[src/rtl/mult_defs_pkg.sv]
// Shared definitions for the shift-add multiplier: state encodings and
// the default operand width, used by the controller and its bench.
`timescale 1ns/100ps
package mult_defs_pkg;

  localparam int WIDTH_DEF = 4;

  typedef enum logic [1:0] {
    ST_IDLE = 2'd0,
    ST_CALC = 2'd1,
    ST_DONE = 2'd2
  } state_t;

  // Bits needed for a down-counter that starts at w and ends at 1.
  function automatic int cnt_bits(input int w);
    return $clog2(w + 1);
  endfunction

endpackage

[src/rtl/shift_add_datapath.sv]
// Shift-add datapath: accumulator (with carry bit), multiplicand and
// multiplier registers, one conditional add plus a right shift per step.
// next_prod is the product the step in flight would leave in {acc, mplr};
// the controller captures it on the final step.
`timescale 1ns/100ps
module shift_add_datapath #(
  parameter int WIDTH = 4
) (
  input  logic               clk,
  input  logic               clr_n,
  input  logic               load,
  input  logic               shift,
  input  logic [WIDTH-1:0]   a_in,
  input  logic [WIDTH-1:0]   b_in,
  output logic [2*WIDTH-1:0] next_prod
);

  logic [WIDTH:0]     acc;
  logic [WIDTH-1:0]   mcand;
  logic [WIDTH-1:0]   mplr;
  logic [WIDTH:0]     addend;
  logic [WIDTH:0]     sum;
  logic [2*WIDTH:0]   shifted;

  // Add the multiplicand when the current multiplier LSB is set, then
  // shift the whole {acc, mplr} pair right by one.
  always_comb begin
    addend  = mplr[0] ? {1'b0, mcand} : '0;
    sum     = acc + addend;
    shifted = {sum, mplr} >> 1;
  end

  assign next_prod = shifted[2*WIDTH-1:0];

  // Operand capture on load, one iteration per clock on shift.
  always_ff @(posedge clk or negedge clr_n) begin
    if (!clr_n) begin
      acc   <= '0;
      mcand <= '0;
      mplr  <= '0;
    end else if (load) begin
      acc   <= '0;
      mcand <= a_in;
      mplr  <= b_in;
    end else if (shift) begin
      acc   <= shifted[2*WIDTH:WIDTH];
      mplr  <= shifted[WIDTH-1:0];
    end
  end

endmodule

[src/rtl/shift_add_mult_core.sv]
// Sequential unsigned shift-add multiplier controller.
// Optional build macro: ZERO_BYPASS_EN -- a start with either operand zero
// skips the iterations and completes with product 0 one cycle later.
//
// state   | meaning
// --------+-----------------------------------------------------------
// ST_IDLE | waiting for start; operands sampled on the start edge
// ST_CALC | one multiplier bit per clock, count runs WIDTH down to 1
// ST_DONE | product updated, done high for this single cycle
`timescale 1ns/100ps
module shift_add_mult_core
  import mult_defs_pkg::*;
#(
  parameter int WIDTH = WIDTH_DEF
) (
  input  logic               clk,
  input  logic               clr_n,
  input  logic [WIDTH-1:0]   a_in,
  input  logic [WIDTH-1:0]   b_in,
  input  logic               start,
  output logic               busy,
  output logic               done,
  output logic [2*WIDTH-1:0] product
);

  localparam int CW = cnt_bits(WIDTH);

  state_t               state;
  logic [CW-1:0]        count;
  logic                 load;
  logic                 shift;
  logic [2*WIDTH-1:0]   next_prod;

  assign load  = (state == ST_IDLE) && start;
  assign shift = (state == ST_CALC);

`ifdef ZERO_BYPASS_EN
  logic zero_op;
  assign zero_op = (a_in == '0) || (b_in == '0);
`endif

  shift_add_datapath #(.WIDTH(WIDTH)) u_datapath (
    .clk       (clk),
    .clr_n     (clr_n),
    .load      (load),
    .shift     (shift),
    .a_in      (a_in),
    .b_in      (b_in),
    .next_prod (next_prod)
  );

  // Sequencing FSM with iteration down-counter and registered outputs.
  always_ff @(posedge clk or negedge clr_n) begin
    if (!clr_n) begin
      state   <= ST_IDLE;
      count   <= '0;
      busy    <= 1'b0;
      done    <= 1'b0;
      product <= '0;
    end else begin
      case (state)
        ST_IDLE: begin
          if (start) begin
            busy <= 1'b1;
`ifdef ZERO_BYPASS_EN
            if (zero_op) begin
              state   <= ST_DONE;
              done    <= 1'b1;
              product <= '0;
            end else begin
              state <= ST_CALC;
              count <= CW'(WIDTH);
            end
`else
            state <= ST_CALC;
            count <= CW'(WIDTH);
`endif
          end
        end
        ST_CALC: begin
          count <= count - CW'(1);
          if (count == CW'(1)) begin
            state   <= ST_DONE;
            done    <= 1'b1;
            product <= next_prod;
          end
        end
        ST_DONE: begin
          state <= ST_IDLE;
          busy  <= 1'b0;
          done  <= 1'b0;
        end
        default: begin
          state <= ST_IDLE;
          busy  <= 1'b0;
          done  <= 1'b0;
        end
      endcase
    end
  end

endmodule
[config.mk]
export PLATFORM = sky130hd
export DESIGN_NAME = shift_add_mult_core
export DESIGN_NICKNAME = d
export VERILOG_FILES = /design/src/rtl/mult_defs_pkg.sv /design/src/rtl/shift_add_datapath.sv /design/src/rtl/shift_add_mult_core.sv
export SDC_FILE = /design/constraint.sdc
export NUM_CORES = 1
export LEC_CHECK = 0
export ABC_CLOCK_PERIOD_IN_PS = 1750
export BUFFER_PORTS_ARGS = -buffer_cell sky130_fd_sc_hd__buf_2
export CAP_MARGIN = 20
export CORE_MARGIN = 1
export CORE_UTILIZATION = 49
export CTS_BUF_LIST = sky130_fd_sc_hd__clkbuf_16
export DETAILED_ROUTE_END_ITERATION = 12
export GPL_TIMING_DRIVEN = 0
export PLACE_DENSITY_LB_ADDON = 0.05
export SETUP_SLACK_MARGIN = 0.05
export SYNTH_ARGS = -nofsm -noshare
export SYNTH_HDL_FRONTEND = slang
export SYNTH_SLANG_ARGS = --single-unit
[constraint.sdc]
create_clock -name clk -period 1.75 [get_ports clk]
set_input_delay 0.0875 -clock clk [delete_from_list [all_inputs] [get_ports clk]]
set_output_delay 0.0875 -clock clk [all_outputs]
set_load 0.02 [all_outputs]
==> results of run 1 <==
cells by family (layout without fill, tap and decap cells):
| kind of cell | Yosys count | in the layout |
|---|---|---|
| and+or+nand+nor | 44 | 44 |
| muxes | 4 | 4 |
| buffers and inverters | 9 | 36 |
| adders and majority gates | 7 | 7 |
| DFF | 27 | 27 |
| xor gates and xnor gates | 1 | 1 |
| AOI/OAI and AO/OA | 26 | 26 |
repair_timing:
action / 4_1_cts / 5_1_grt
resized for setup: 2 / 2
hold endpoints to repair: 27 / 0
cloned: 0 / 0
pin swaps: 0 / 2
endpoints found under the setup margin: 2 / 4
setup buffers: 1 / 1
hold buffers: 1 / 0
critical path, cell delays in order (launching register included):
cell and delay [ns]:
dfrtp_1 0.37, and2_1 0.16, ha_2 0.20, fa_2 0.34
a21o_1 0.20, a21oi_2 0.14, o21ai_1 0.07
cells in the mapped netlist:
cell type	number	area [µm²]
a31oi_1	2	12.5
o21ai_1	10	50.1
nand2b_4	1	13.8
a22oi_1	4	30.0
nor2_1	2	7.51
nand2_1	26	97.6
nand4bb_1	1	11.3
a22o_1	1	8.76
buf_2	1	5.00
nor2b_2	1	8.76
buf_6	1	11.3
inv_2	1	3.75
ha_1	6	75.1
o21bai_2	1	11.3
xnor2_1	1	8.76
mux2_1	4	45.0
nor3b_4	1	18.8
fa_1	1	20.0
nand4_1	2	12.5
nand3_1	3	15.0
and2_1	4	25.0
a21o_1	2	15.0
nand3b_1	1	7.51
o21ai_0	1	5.00
dfrtp_1	27	676
a21oi_1	2	10.0
nor2b_1	2	12.5
a22oi_2	1	12.5
inv_1	4	15.0
buf_4	2	15.0
a211o_1	2	17.5
final cells by class:
cell class / instances / area [µm²] / share of cell area (%)
buffer: 4 / 31.3 / 2.04
sequential: 27 / 676 / 44.0
clock buffer: 3 / 75.1 / 4.89
timing repair buffer: 23 / 125 / 8.14
inverter: 5 / 18.8 / 1.22
tap: 30 / 37.5 / 2.44
multi-input combinational: 82 / 569 / 37.1
clock inverter: 1 / 3.75 / 0.244
sequential cells by signal (all words and copies together), names as in the netlist:
name              count
u_datapath.acc        4
state                 2
u_datapath.mplr       4
count                 3
product               8
u_datapath.mcand      4
busy                  1
done                  1
metrics by stage:
step | instances | instance area, µm² | power, µW
2_1_floorplan | 118 | 1280 | 1860
4_1_cts | 174 | 1520 | 2720
3_3_place_gp | 168 | 1420 | 2140
3_5_place_dp | 168 | 1420 | 2180
5_1_grt | 175 | 1540 | 2930
6_report | 175 | 1540 | 2710
routing by layer:
layer | part of all wire (%) | wire [µm]
met1 | 46 | 1100
met2 | 50 | 1190
met3 | 2.3 | 54
met4 | 1.6 | 38
met5 | 0 | 0
where the power goes:
group | switching, µW | internal, µW
sequential | 158 | 894
combinational | 644 | 499
clock | 208 | 306
path summary, 6_finish.rpt:
path                            slack (ns)                         endpoint  cells after the start
worst max register to register        0.15           product[7]$_DFFE_PN0P_                      6
max in group asynchronous             0.99  u_datapath.mcand[0]$_DFFE_PN0P_                      2
worst min-delay path                  0.04  u_datapath.mcand[1]$_DFFE_PN0P_                      2
worst min register to register        0.47           product[3]$_DFFE_PN0P_                      2
worst max-delay path                  0.15           product[7]$_DFFE_PN0P_                      6
min in group asynchronous             0.36           product[7]$_DFFE_PN0P_                      2
==> impl_metrics.yaml, run 1 <==
synthesis:
  yosysSeqAreaShare_pct: 52.9
  synth_cell_types: 31
  avgSynthCellArea_um2: 10.8
  muxShareOfSynthArea_pct: 3.53
  synth_area_um2: 1280
  synth_top_family_by_area: "simple AND/OR/NAND/NOR gates"
  synthSimpleGateAreaFrac_pct: 18.0
  synth-adder-area-share_pct: 7.44
  synth_xor_area_share_pct: 0.686
  synth_seq_cells: 27
  synthCells: 118
  synth_compound_area_share_pct: 13.5
  synth_warnings: 0
  syn_nets: 136
floorplanning:
  die_area_um2: 2820
  rows: 18
  die_h_um: 53.1
  pin_count: 21
  core_um2: 2480
  start_util_pct: 51.6
  chipWidth_um: 53.1
timing:
  worstMarginPinSlew_ns: 0.599
  fmax_mhz: 627
  setup_violations: 0
  max_slew_margin_pct: 60.1
  whs_ns: 0.0416
  finalHoldViolations: 0
  period_share_pct: 91.2
  min_period_ns: 1.60
  finClkSkew_ns: 0.00448
  worst_slack_ns: 0.154
  finalMaxSlewViolations: 0
  rsz0062_at_grt: "false"
  tns_ns: 0
route:
  ant_nets: 0
  dr_total_vias: 911
  routed_via_density: 5.21
  wire_per_inst_um: 13.6
  firstDrtPassIters: 4
  drtIter0Drc: 5
  drt-total-wl_mm: 2.38
  route.detailed.drc: 0
global_routing:
  top_usage_layer: "met2"
  grt_use_met2_pct: 34.0
  grt_pass1_vias: 879
  antenna_found_initial: 0
  grt_pass1_wl_mm: 3.94
  grt_overflow: 0
  grtUsageMet1_pct: 25.4
  grtUsageMet3_pct: 4.31
  grt_usage_pct: 20.3
  grt_max_degree: 28
worst_hold_path:
  hold_path_startpoint: "a_in[1]"
  hp-class: "in -> reg"
clock_tree:
  cts_buffers: 3
  h-tree-depth: 1
  cts_tree: "built"
  clock_latency_ns: 0.26
  numClockSinks: 27
  clkTransAtPathRegs_ns: 0.07
  cts_root_buffer: "clkbuf_16"
  cts_buffer_depth: 2
worst_setup_path:
  crit_fanout: 2
  reg2reg_from: "u_datapath.mcand[0]$_DFFE_PN0P_"
  path_class: "reg -> reg"
  cp-end-kind: "register"
  worst_ep_required_time_ns: 1.90
  critPathLaunchType: "register"
  crit_start: "u_datapath.mcand[0]$_DFFE_PN0P_"
  arrival_ns: 1.74
placed_design:
  dp_slack_ns: -0.0417
  dp_hpwl_mm: 1.73
  portBuffers: 20
  globalplace.congestion: 0.737
job:
  max_cap_viol_count: 0
finish:
  most-common-layout-cells: "dfrtp_1 (27), nand2_1 (26), buf_2 (21), o21ai_1 (10)"
  nets: 164
  final_core_util_pct: 62.0
  nFillCells: 234
  n_antenna_cell: 0
  final_common_cell: "dfrtp_1"
  drive_gt1_share_pct: 27.6
  syn2layout_area_growth_pct: 20.3
pwr:
  leakage_uw: 0.000768
  powerDensity_nw_per_um2: 1760
  max-vdd-ir-drop_mv: 0.927
outcome:
  outcome: "complete, no violations"
(Power assumes the default switching activity.)
==> run 2, diff against run 1 <==
Settings changed: MAX_ROUTING_LAYER set to met4.
==> impl_metrics.yaml, run 2 (same netlist as run 1, synthesis figures left out) <==
outcome:
  outcome: "complete, no violations"
route:
  firstDrtPassIters: 4
  drtIter0Drc: 6
  wire_per_inst_um: 13.6
  dr_total_vias: 908
  route.detailed.drc: 0
  routed_via_density: 5.19
  drt-total-wl_mm: 2.38
  ant_nets: 0
worst_setup_path:
  crit_fanout: 2
  cp-end-kind: "register"
  arrival_ns: 1.74
  critPathLaunchType: "register"
  path_class: "reg -> reg"
  worst_ep_required_time_ns: 1.90
clock_tree:
  clkTransAtPathRegs_ns: 0.07
  h-tree-depth: 1
  cts_buffers: 3
  numClockSinks: 27
  cts_tree: "built"
  cts_root_buffer: "clkbuf_16"
  clock_latency_ns: 0.26
  cts_buffer_depth: 2
finish:
  largest_reg_flops: 8
  nFillCells: 234
  final_core_util_pct: 62.0
  syn2layout_area_growth_pct: 20.3
  most-common-layout-cells: "dfrtp_1 (27), nand2_1 (26), buf_2 (21), o21ai_1 (10)"
  multiInputGateArea_um2: 569
  final_common_cell: "dfrtp_1"
  nets: 164
  seq_area_um2: 676
  drive_gt1_share_pct: 27.6
  n_antenna_cell: 0
  regMostFlops: "product"
job:
  max_cap_viol_count: 0
floorplanning:
  chipWidth_um: 53.1
  pin_count: 21
  die_h_um: 53.1
  die_area_um2: 2820
  core_um2: 2480
  rows: 18
  start_util_pct: 51.6
pwr:
  max-vdd-ir-drop_mv: 0.927
  powerDensity_nw_per_um2: 1760
  leakage_uw: 0.000768
global_routing:
  grt_usage_pct: 20.8
  grt_overflow: 0
  grt_pass1_vias: 884
  antenna_found_initial: 0
  grt_pass1_wl_mm: 3.93
  grt_max_degree: 28
timing:
  worst_slack_ns: 0.158
  rsz0062_at_grt: "false"
  period_share_pct: 91.0
  min_period_ns: 1.59
  whs_ns: 0.0416
  setup_violations: 0
  worstMarginPinSlew_ns: 0.599
  fmax_mhz: 628
  finalHoldViolations: 0
  tns_ns: 0
  finalMaxSlewViolations: 0
  finClkSkew_ns: 0.00399
  max_slew_margin_pct: 60.0
placed_design:
  dp_slack_ns: -0.0417
  dp_hpwl_mm: 1.73
  globalplace.congestion: 0.746
  portBuffers: 20
worst_hold_path:
  hp-class: "in -> reg"
[run 2: cell counts in the layout (fill, tap and decap cells not counted)]
Identical to the previous run, type by type.
[run 2: routing by layer]
metal | up-vias | share of wire (%) | routed length (µm) | GRT usage, %
met2 | 10 | 50 | 1190 | 34.0
met3 | 5 | 2.3 | 54 | 4.31
met4 | 0 | 1.6 | 38 | 7.89
li1 | 460 | - | - | -
met1 | 433 | 46 | 1100 | 25.2
met5 | - | 0 | 0 | -
[run 2: report_power, final]
group,total (µW),leakage [µW],switching [µW],internal (µW)
registers,1050,0.000338,158,894
logic,1140,0.000387,644,499
clock network,512,0.0000423,207,306
[run 2: final timing paths]
path	cells past startpoint	slack, ns	end	startpoint
hold / removal	2	0.04	u_datapath.mcand[1]$_DFFE_PN0P_	a_in[1]
setup / recovery	6	0.16	product[7]$_DFFE_PN0P_	u_datapath.mcand[0]$_DFFE_PN0P_
min in group asynchronous	2	0.36	product[7]$_DFFE_PN0P_	clr_n
hold reg to reg	2	0.47	product[3]$_DFFE_PN0P_	product[3]$_DFFE_PN0P_
setup reg to reg	6	0.16	product[7]$_DFFE_PN0P_	u_datapath.mcand[0]$_DFFE_PN0P_
max in group asynchronous	2	0.99	u_datapath.mcand[0]$_DFFE_PN0P_	clr_n
[run 2: cell type report]
type,instances,share of cell area [%]
inverters,5,1.22
clock inverters,1,0.244
flip-flops and latches,27,44.0
well taps,30,2.44
multi-input cells,82,37.1
repair buffers,23,8.14
plain buffers,4,2.04
clock buffers,3,4.89
[run 2: metrics by stage]
stage	total power (µW)	std cells	area, µm²
floorplan	1860	118	1280
global placement	2140	168	1420
detailed placement	2180	168	1420
CTS	2720	174	1520
global route	2930	175	1540
finish	2710	175	1540
[run 2: what timing repair did]
| item | CTS | global route |
|---|---|---|
| gates resized for setup | 2 | 2 |
| pin swaps | 0 | 2 |
| setup buffers | 1 | 1 |
| setup endpoints to repair | 2 | 4 |
| endpoints found under the hold margin | 27 | 0 |
| hold buffers | 1 | 0 |
[run 2: critical path, cell delays in order (launching register included)]
cell and delay (ns):
dfrtp_1 0.37, and2_1 0.16, ha_2 0.20, fa_2 0.34, a21o_1 0.20, a21oi_2 0.14, o21ai_1 0.07
==> run 3, diff against run 2 <==
Settings changed: CORE_UTILIZATION 49 to 52, CTS_BUF_LIST sky130_fd_sc_hd__clkbuf_16 to sky130_fd_sc_hd__clkbuf_4.
==> impl_metrics.yaml, run 3 (same netlist as run 1, synthesis figures left out) <==
outcome:
  outcome: "complete, no violations"
floorplanning:
  core_um2: 2250
  pin_count: 21
  die_area_um2: 2660
  die_h_um: 51.6
  start_util_pct: 56.7
  rows: 17
  chipWidth_um: 51.6
timing:
  finClkSkew_ns: 0.00445
  fmax_mhz: 616
  max_slew_margin_pct: 59.4
  finalHoldViolations: 0
  min_period_ns: 1.62
  period_share_pct: 92.8
  worstMarginPinSlew_ns: 0.609
  setup_violations: 0
  finalMaxSlewViolations: 0
  rsz0062_at_grt: "false"
pwr:
  powerDensity_nw_per_um2: 1630
  max-vdd-ir-drop_mv: 1.05
  pwr-share-comb_pct: 45.9
  clockPowerShare_pct: 11.4
  seqPwrFrac_pct: 42.7
  report.power.total_uw: 2470
  p_int_uw: 1490
  power_switching_share_pct: 39.7
  leakage_uw: 0.000755
  switching_power_uw: 982
finish:
  final_common_cell: "dfrtp_1"
  fin_cells: 176
  syn2layout_area_growth_pct: 18.4
  most-common-layout-cells: "dfrtp_1 (27), nand2_1 (26), buf_2 (21), o21ai_1 (10)"
  largest_reg_flops: 8
  n_antenna_cell: 0
  nets: 167
  regMostFlops: "product"
  drive_gt1_share_pct: 26.4
route:
  routed_via_density: 5.39
  drt-total-wl_mm: 2.43
  drtIter0Drc: 12
  ant_nets: 0
  wire_per_inst_um: 13.8
  firstDrtPassIters: 4
  route.detailed.drc: 0
  dr_total_vias: 949
worst_setup_path:
  arrival_ns: 1.84
  critPathLaunchType: "register"
  worst_ep_required_time_ns: 1.97
  cp-end-kind: "register"
  crit_fanout: 4
  path_class: "reg -> reg"
clock_tree:
  h-tree-depth: 1
  clkTransAtPathRegs_ns: 0.14
  cts_buffer_depth: 2
  clock_latency_ns: 0.32
  cts_buffers: 3
  numClockSinks: 27
  cts_root_buffer: "clkbuf_4"
  cts_tree: "built"
global_routing:
  grt_pass1_vias: 973
  grt_overflow: 0
  grt_max_degree: 28
  grt_pass1_wl_mm: 4.17
  grt_usage_pct: 22.3
  antenna_found_initial: 0
placed_design:
  globalplace.congestion: 0.806
  dp_cells: 166
  portBuffers: 20
  dp_hpwl_mm: 1.79
job:
  max_cap_viol_count: 0
worst_hold_path:
  hp-class: "in -> reg"
## run 3: changes by cell type in the layout (fill, tap and decap cells not counted), sizes merged
| cell | change |
|---|---|
| dlygate4sd3 | +4 |
| buf | -1 |
| clkbuf | +1 |
| inv | -1 |
## run 3: repair_timing
item | CTS | global route
setup buffers | 1 | 0
hold buffers | 5 | 0
gates resized for setup | 2 | 1
pin swaps | 0 | 2
endpoints found under the setup margin | 2 | 4
endpoints found under the hold margin | 31 | 0
## run 3: worst max-delay path, stage by stage, from the launching register on
cell	delay, ns
dfrtp_1	0.40
buf_4	0.14
and2_1	0.17
fa_2	0.40
a21o_1	0.20
a21oi_2	0.14
o21ai_1	0.07
## run 3: power by group through the flow
stage | Clock [µW] | Combinational [µW] | Sequential, µW
final | 281 | 1130 | 1060
after global routing | 307 | 1280 | 1090
after CTS | 289 | 1140 | 1060
after detailed placement | 0 | 1100 | 1080
after global placement | 0 | 1070 | 1060
after floorplan | 0 | 693 | 1170
## run 3: worst paths after layout
check | startpoint | endpoint | slack, ns | cells after the start
worst max register to register | u_datapath.mplr[0]$_DFFE_PN0P_ | product[7]$_DFFE_PN0P_ | 0.13 | 6
max in group asynchronous | clr_n | product[3]$_DFFE_PN0P_ | 1.06 | 2
worst max-delay path | u_datapath.mplr[0]$_DFFE_PN0P_ | product[7]$_DFFE_PN0P_ | 0.13 | 6
worst min-delay path | b_in[1] | u_datapath.mplr[1]$_DFFE_PN0P_ | 0.04 | 3
worst min register to register | product[1]$_DFFE_PN0P_ | product[1]$_DFFE_PN0P_ | 0.49 | 2
min in group asynchronous | clr_n | product[5]$_DFFE_PN0P_ | 0.29 | 2
## run 3: through the flow
stage | utilization (%) | worst slack (ns) | setup TNS, ns | instance area [µm²] | hold WS [ns]
3_3_place_gp | 62.8 | -0.00183 | -0.00183 | 1420 | 0.122
3_5_place_dp | 62.8 | -0.0246 | -0.0403 | 1420 | 0.131
5_1_grt | 67.1 | 0.0672 | 0 | 1510 | 0.0520
6_report | 67.1 | 0.126 | 0 | 1510 | 0.0387
4_1_cts | 66.9 | 0.0616 | 0 | 1510 | 0.0319
2_1_floorplan | - | 0.0893 | 0 | 1280 | -0.208
## run 3: final cells by class
cell class                 instances  area [µm²]
buffer                             4        31.3
inverter                           5        18.8
tap                               28        35.0
sequential                        27         676
multi-input combinational         82         564
timing repair buffer              26         158
fill                             198         742
clock buffer                       4        30.0
## run 3: routing by layer
layer	GRT usage (%)	wire, µm	up-vias
met2	35.1	1180	19
li1	-	-	468
met1	28.6	1100	456
met3	2.63	90	6
met5	-	0	-
met4	11.3	55	0
